[config.mk]
export PLATFORM = sky130hd
export DESIGN_NAME = led_scan_display
export DESIGN_NICKNAME = d
export VERILOG_FILES = /design/src/rtl/led_scan_display.sv
export SDC_FILE = /design/constraint.sdc
export NUM_CORES = 1
export LEC_CHECK = 0
export ABC_CLOCK_PERIOD_IN_PS = 3500
export BUFFER_PORTS_ARGS = -buffer_cell sky130_fd_sc_hd__buf_2
export CAP_MARGIN = 5
export CORE_ASPECT_RATIO = 0.9
export CORE_MARGIN = 2
export CORE_UTILIZATION = 58
export CTS_CLUSTER_SIZE = 16
export DETAILED_ROUTE_END_ITERATION = 6
export GPL_ROUTABILITY_DRIVEN = 0
export PLACE_DENSITY = 0.81
export SYNTH_ARGS = -nofsm -noshare
export SYNTH_HDL_FRONTEND = slang
export SYNTH_SLANG_ARGS = --single-unit
[constraint.sdc]
create_clock -name clk -period 3.5 [get_ports clk]
set_input_delay 0.35 -clock clk [delete_from_list [all_inputs] [get_ports clk]]
set_output_delay 0.35 -clock clk [all_outputs]
set_load 0.01 [all_outputs]
[src/rtl/led_scan_display.sv]
// Time-multiplexed driver for a common-anode bank of 7-segment digits with double-buffered display data.
// Optional leading-zero suppression is enabled by defining LED_SCAN_LZ_SUPPRESS_EN.
module led_scan_display #(
    parameter int NUM_DIGITS   = 8,
    parameter int SCAN_DIV     = 50000,
    parameter int BLANK_CYCLES = 16
) (
    input  logic                    clk,
    input  logic                    rst_n,
    input  logic [4*NUM_DIGITS-1:0] i_data,
    input  logic [NUM_DIGITS-1:0]   i_dp,
    input  logic [NUM_DIGITS-1:0]   i_blank,
    input  logic                    i_load,
    output logic [7:0]              o_seg,
    output logic [NUM_DIGITS-1:0]   o_dig_sel,
    output logic                    o_frame_done,
    output logic                    o_pending
);

    localparam int PW = $clog2(SCAN_DIV);
    localparam int IW = (NUM_DIGITS > 1) ? $clog2(NUM_DIGITS) : 1;
    localparam logic [PW-1:0] PRESC_LAST = PW'(SCAN_DIV - 1);
    localparam logic [PW-1:0] BLANK_END  = PW'(BLANK_CYCLES);
    localparam logic [IW-1:0] IDX_LAST   = IW'(NUM_DIGITS - 1);

    logic [PW-1:0]           presc;
    logic [IW-1:0]           idx;
    logic                    wrap;

    logic [4*NUM_DIGITS-1:0] pend_data;
    logic [NUM_DIGITS-1:0]   pend_dp;
    logic [NUM_DIGITS-1:0]   pend_blank;
    logic [4*NUM_DIGITS-1:0] act_data;
    logic [NUM_DIGITS-1:0]   act_dp;
    logic [NUM_DIGITS-1:0]   act_blank;
    logic [NUM_DIGITS-1:0]   lz_mask;

    logic [3:0]              cur_val;
    logic                    cur_dp;
    logic                    cur_dark;
    logic [NUM_DIGITS-1:0]   sel_n;

    function automatic logic [6:0] hex_to_seg(input logic [3:0] v);
        logic [6:0] p;
        case (v)
            4'h0: p = 7'h3F;
            4'h1: p = 7'h06;
            4'h2: p = 7'h5B;
            4'h3: p = 7'h4F;
            4'h4: p = 7'h66;
            4'h5: p = 7'h6D;
            4'h6: p = 7'h7D;
            4'h7: p = 7'h07;
            4'h8: p = 7'h7F;
            4'h9: p = 7'h6F;
            4'hA: p = 7'h77;
            4'hB: p = 7'h7C;
            4'hC: p = 7'h39;
            4'hD: p = 7'h5E;
            4'hE: p = 7'h79;
            default: p = 7'h71;
        endcase
        return p;
    endfunction

    assign wrap = (presc == PRESC_LAST) && (idx == IDX_LAST);

    always_ff @(posedge clk) begin
        if (!rst_n) begin
            presc <= '0;
            idx   <= '0;
        end else if (presc == PRESC_LAST) begin
            presc <= '0;
            idx   <= (idx == IDX_LAST) ? '0 : idx + 1'b1;
        end else begin
            presc <= presc + 1'b1;
        end
    end

    // Active data only moves at the frame wrap, so every frame comes from one snapshot.
    always_ff @(posedge clk) begin
        if (!rst_n) begin
            pend_data  <= '0;
            pend_dp    <= '0;
            pend_blank <= '1;
            act_data   <= '0;
            act_dp     <= '0;
            act_blank  <= '1;
            o_pending  <= 1'b0;
        end else if (wrap) begin
            if (i_load) begin
                act_data  <= i_data;
                act_dp    <= i_dp;
                act_blank <= i_blank;
            end else if (o_pending) begin
                act_data  <= pend_data;
                act_dp    <= pend_dp;
                act_blank <= pend_blank;
            end
            o_pending <= 1'b0;
        end else if (i_load) begin
            pend_data  <= i_data;
            pend_dp    <= i_dp;
            pend_blank <= i_blank;
            o_pending  <= 1'b1;
        end
    end

`ifdef LED_SCAN_LZ_SUPPRESS_EN
    // Walk down from the most significant digit; digit 0 always stays visible.
    always_comb begin
        logic leading;
        lz_mask = '0;
        leading = 1'b1;
        for (int k = NUM_DIGITS - 1; k >= 1; k--) begin
            if (leading && (act_data[4*k +: 4] == 4'h0) && !act_dp[k]) begin
                lz_mask[k] = 1'b1;
            end else begin
                leading = 1'b0;
            end
        end
    end
`else
    assign lz_mask = '0;
`endif

    always_comb begin
        cur_val  = 4'h0;
        cur_dp   = 1'b0;
        cur_dark = 1'b1;
        sel_n    = '1;
        for (int k = 0; k < NUM_DIGITS; k++) begin
            if (IW'(k) == idx) begin
                cur_val  = act_data[4*k +: 4];
                cur_dp   = act_dp[k];
                cur_dark = act_blank[k] | lz_mask[k];
                sel_n[k] = 1'b0;
            end
        end
    end

    always_ff @(posedge clk) begin
        if (!rst_n) begin
            o_seg        <= 8'hFF;
            o_dig_sel    <= '1;
            o_frame_done <= 1'b0;
        end else begin
            o_frame_done <= wrap;
            if (presc < BLANK_END) begin
                o_seg     <= 8'hFF;
                o_dig_sel <= '1;
            end else begin
                o_dig_sel <= sel_n;
                o_seg     <= cur_dark ? 8'hFF : ~{cur_dp, hex_to_seg(cur_val)};
            end
        end
    end

endmodule

==> flow_metrics.tcl <==
set metrics [dict create \
    wire_per_inst_um 15.3 \
    dp.final_hpwl_mm 9.06 \
    io_pins 69 \
    cts_tree "yes" \
    cts_buffers 17 \
    crit_arrival_ns 3.38 \
    power_density_nw_per_um2 495 \
    cp_slowest_cell "dfxtp_2" \
    crit_fanout 17 \
    firstDrtPassIters 5 \
    async_flop_share_pct 0 \
    cp_data_required_time_ns 3.78 \
    post_cts_buffers 0 \
    layout_commonest_cell "nand2_1" \
    routed_wl_mm 13.5 \
    leakagePower_nw 3.39 \
    io_buffers 68 \
    power_frac_seq_pct 45.3 \
    fin_crit_ns 3.10 \
    synth.yosys.seq_area_share_pct 43.9 \
    fin_skew_ns 0.00916 \
    finalSetupTns_ns 0 \
    clock-sinks 133 \
    setup_violations 0 \
    track_usage_pct 25.0 \
    ys.flop_type "dfxtp_1" \
    outcome "finished, final reports clean" \
    post-route-period-util_pct 88.4 \
    min_path_type "input pin to register" \
    path_cells "inv_1, ha_1, nor2_1, o21ai_0, o211a_1, a21oi_1, inv_1, ha_1, mux2_2, a22oi_1, nand2_1" \
    cp_top_family "compound AO/OA/AOI/OAI gates" \
    synth_nets 754 \
    nets 804 \
    slew_viol_final 0 \
    clk-insertion-delay-late_ns 0.42 \
    grt_pass1_vias 4826 \
    clkTransAtPathRegs_ns 0.06 \
    cts_buffer_depth 2 \
    antenna_cells 0 \
    end_kind "register" \
    routed_via_density 5.71 \
    design.die.area_um2 11300 \
    clkPwrFrac_pct 49.5 \
    rsz0062_at_grt "false" \
    vias 5033 \
    crit_path_start_kind "register" \
    swShare_pct 22.4 \
    synth.distinct_cells 52 \
    postRouteAntennaNets 0 \
    most-common-layout-cells "nand2_1, dfxtp_1, buf_2" \
    grt_max_degree 105 \
    combPwrFrac_pct 5.2 \
    drive_above_1_share_pct 15.3 \
    grt_pass1_wl_mm 22.7 \
    slew-limit-headroom_pct 36.7 \
    synth_area_per_cell_um2 8.79 \
    clock.fmax_ghz 0.323 \
    synthCells 690 \
    synth-seq-cells 133 \
    final_cells 881 \
    drcViolationCount 0 \
    yosysWarnings 0 \
    area_growth_syn_to_layout_pct 15.4 \
    worst_slew_pin_slew_ns 0.950 \
    cap_viol_max_count 0 \
    initial_core_util_pct 59.5 \
    antenna_found_initial 0 \
    die_w_um 112 \
    first_iter_violations 316 \
    power.internal_w 0.00269 \
    synth_edf_count 0 \
    r2r_setup_slack_ns 0.40 \
    htreeDepth 4 \
    path_class "register to register" \
    synth.cell_area_um2 6070 \
    rows 35 \
    core_area_um2 10200 \
    place_inst 850 \
    worst-path-buf-inv 2 \
    switchingPower_w 0.000777 \
    hold_viol_final 0 \
    ir_worst_vdd_mv 0.466 \
    die_y_um 101 \
    clock-root-buffer "clkbuf_16" \
    grt_overflow 0 \
    max_stage_delay_ns 0.49 \
]
-- registers in the layout, summed over array words and instances, names as in the netlist --
signal,cells
act_blank,8
act_data,32
act_dp,8
idx,3
o_dig_sel,8
o_frame_done,1
o_pending,1
o_seg,8
pend_blank,8
pend_data,32
pend_dp,8
presc,16
-- layout make-up --
class	count	area, µm²
Fill cell	805	3200
Multi-Input combinational cell	497	3120
Sequential cell	133	2660
Clock buffer	19	443
Timing Repair Buffer	79	435
Tap cell	129	161
Clock inverter	12	133
Inverter	12	45.0
-- per-stage QoR --
| stage | total power (W) | worst slack (ns) | instance area (µm²) | util, % | hold WS, ns |
|---|---|---|---|---|---|
| after global placement | 0.00177 | 0.532 | 6430 | 63.0 | 0.424 |
| after detailed placement | 0.00178 | 0.327 | 6430 | 63.0 | 0.441 |
| after global routing | 0.00358 | 0.170 | 7000 | 68.6 | 0.170 |
| after CTS | 0.00348 | 0.246 | 7000 | 68.6 | 0.155 |
| after floorplan | 0.00172 | 0.732 | 6070 | - | 0.413 |
| final | 0.00346 | 0.405 | 7000 | 68.6 | 0.166 |
-- logic make-up after synthesis --
group | share of synthesized area (%)
buffers and inverters | 4.72
XOR/XNOR | 2.02
AND/OR/NAND/NOR | 19.2
multiplexers | 8.29
AO/OA/AOI/OAI | 19.2
flip-flops | 43.9
adder cells (fa/ha/maj) | 2.68
-- path summary, 6_finish.rpt --
| path | from | end | cells past startpoint |
|---|---|---|---|
| setup reg to reg | idx[2] | o_seg[6] | 11 |
| hold / removal | i_blank[6] | pend_blank[6] | 3 |
| setup / recovery | idx[2] | o_seg[6] | 11 |
| hold reg to reg | presc[0] | presc[0] | 1 |
-- metal layers --
metal / global-route usage (%) / up-vias / wire length [µm]
li1: - / 2482 / -
met1: 32.0 / 2359 / 6050
met2: 39.7 / 161 / 6310
met3: 6.07 / 31 / 741
met4: 12.8 / 0 / 386
met5: 0 / - / 0
-- synthesized netlist by cell type, types with 2 or more instances --
cell type  number  area, µm²
nand2_1       184        691
dfxtp_1       133       2660
mux2i_1        48        480
o211a_1        42        420
a21boi_0       29        218
nor2_1         27        101
clkbuf_1       24       90.1
nand3_1        21        105
a21oi_1        16       80.1
buf_2          16       80.1
o21ai_0        14       70.1
ha_1           13        163
a21boi_1       12       90.1
inv_1          12       45.0
o211ai_1       11       82.6
xor2_1          9       78.8
nand2b_1        7       43.8
and3_1          6       37.5
buf_6           5       56.3
xnor2_1         5       43.8
a22oi_1         4       30.0
and2_1          4       25.0
nor2b_1         4       25.0
a221oi_1        3       26.3
a31oi_1         3       18.8
nand3b_1        3       22.5
nor4_1          3       18.8
buf_1           2       7.51
mux2_2          2       22.5
nor3_1          2       10.0
o2111ai_1       2       17.5
o22ai_1         2       12.5
or3_1           2       12.5
or4_1           2       15.0
-- tightest hold or removal path, cell delays in order --
cell and delay [ns]:
buf_2 0.09, nand2_1 0.04, nand3_1 0.07
-- power by group through the flow --
stage	Sequential (W)	Combinational (W)	Clock, W
2_1_floorplan	0.00160	0.000125	0
3_3_place_gp	0.00160	0.000173	0
3_5_place_dp	0.00160	0.000181	0
4_1_cts	0.00157	0.000182	0.00173
5_1_grt	0.00157	0.000203	0.00181
6_report	0.00157	0.000180	0.00172
-- repair_timing --
item	CTS	global route
gates resized for setup	0	1
hold buffers	0	0
setup endpoints to repair	0	1
Power figures use the tool's default switching activity.
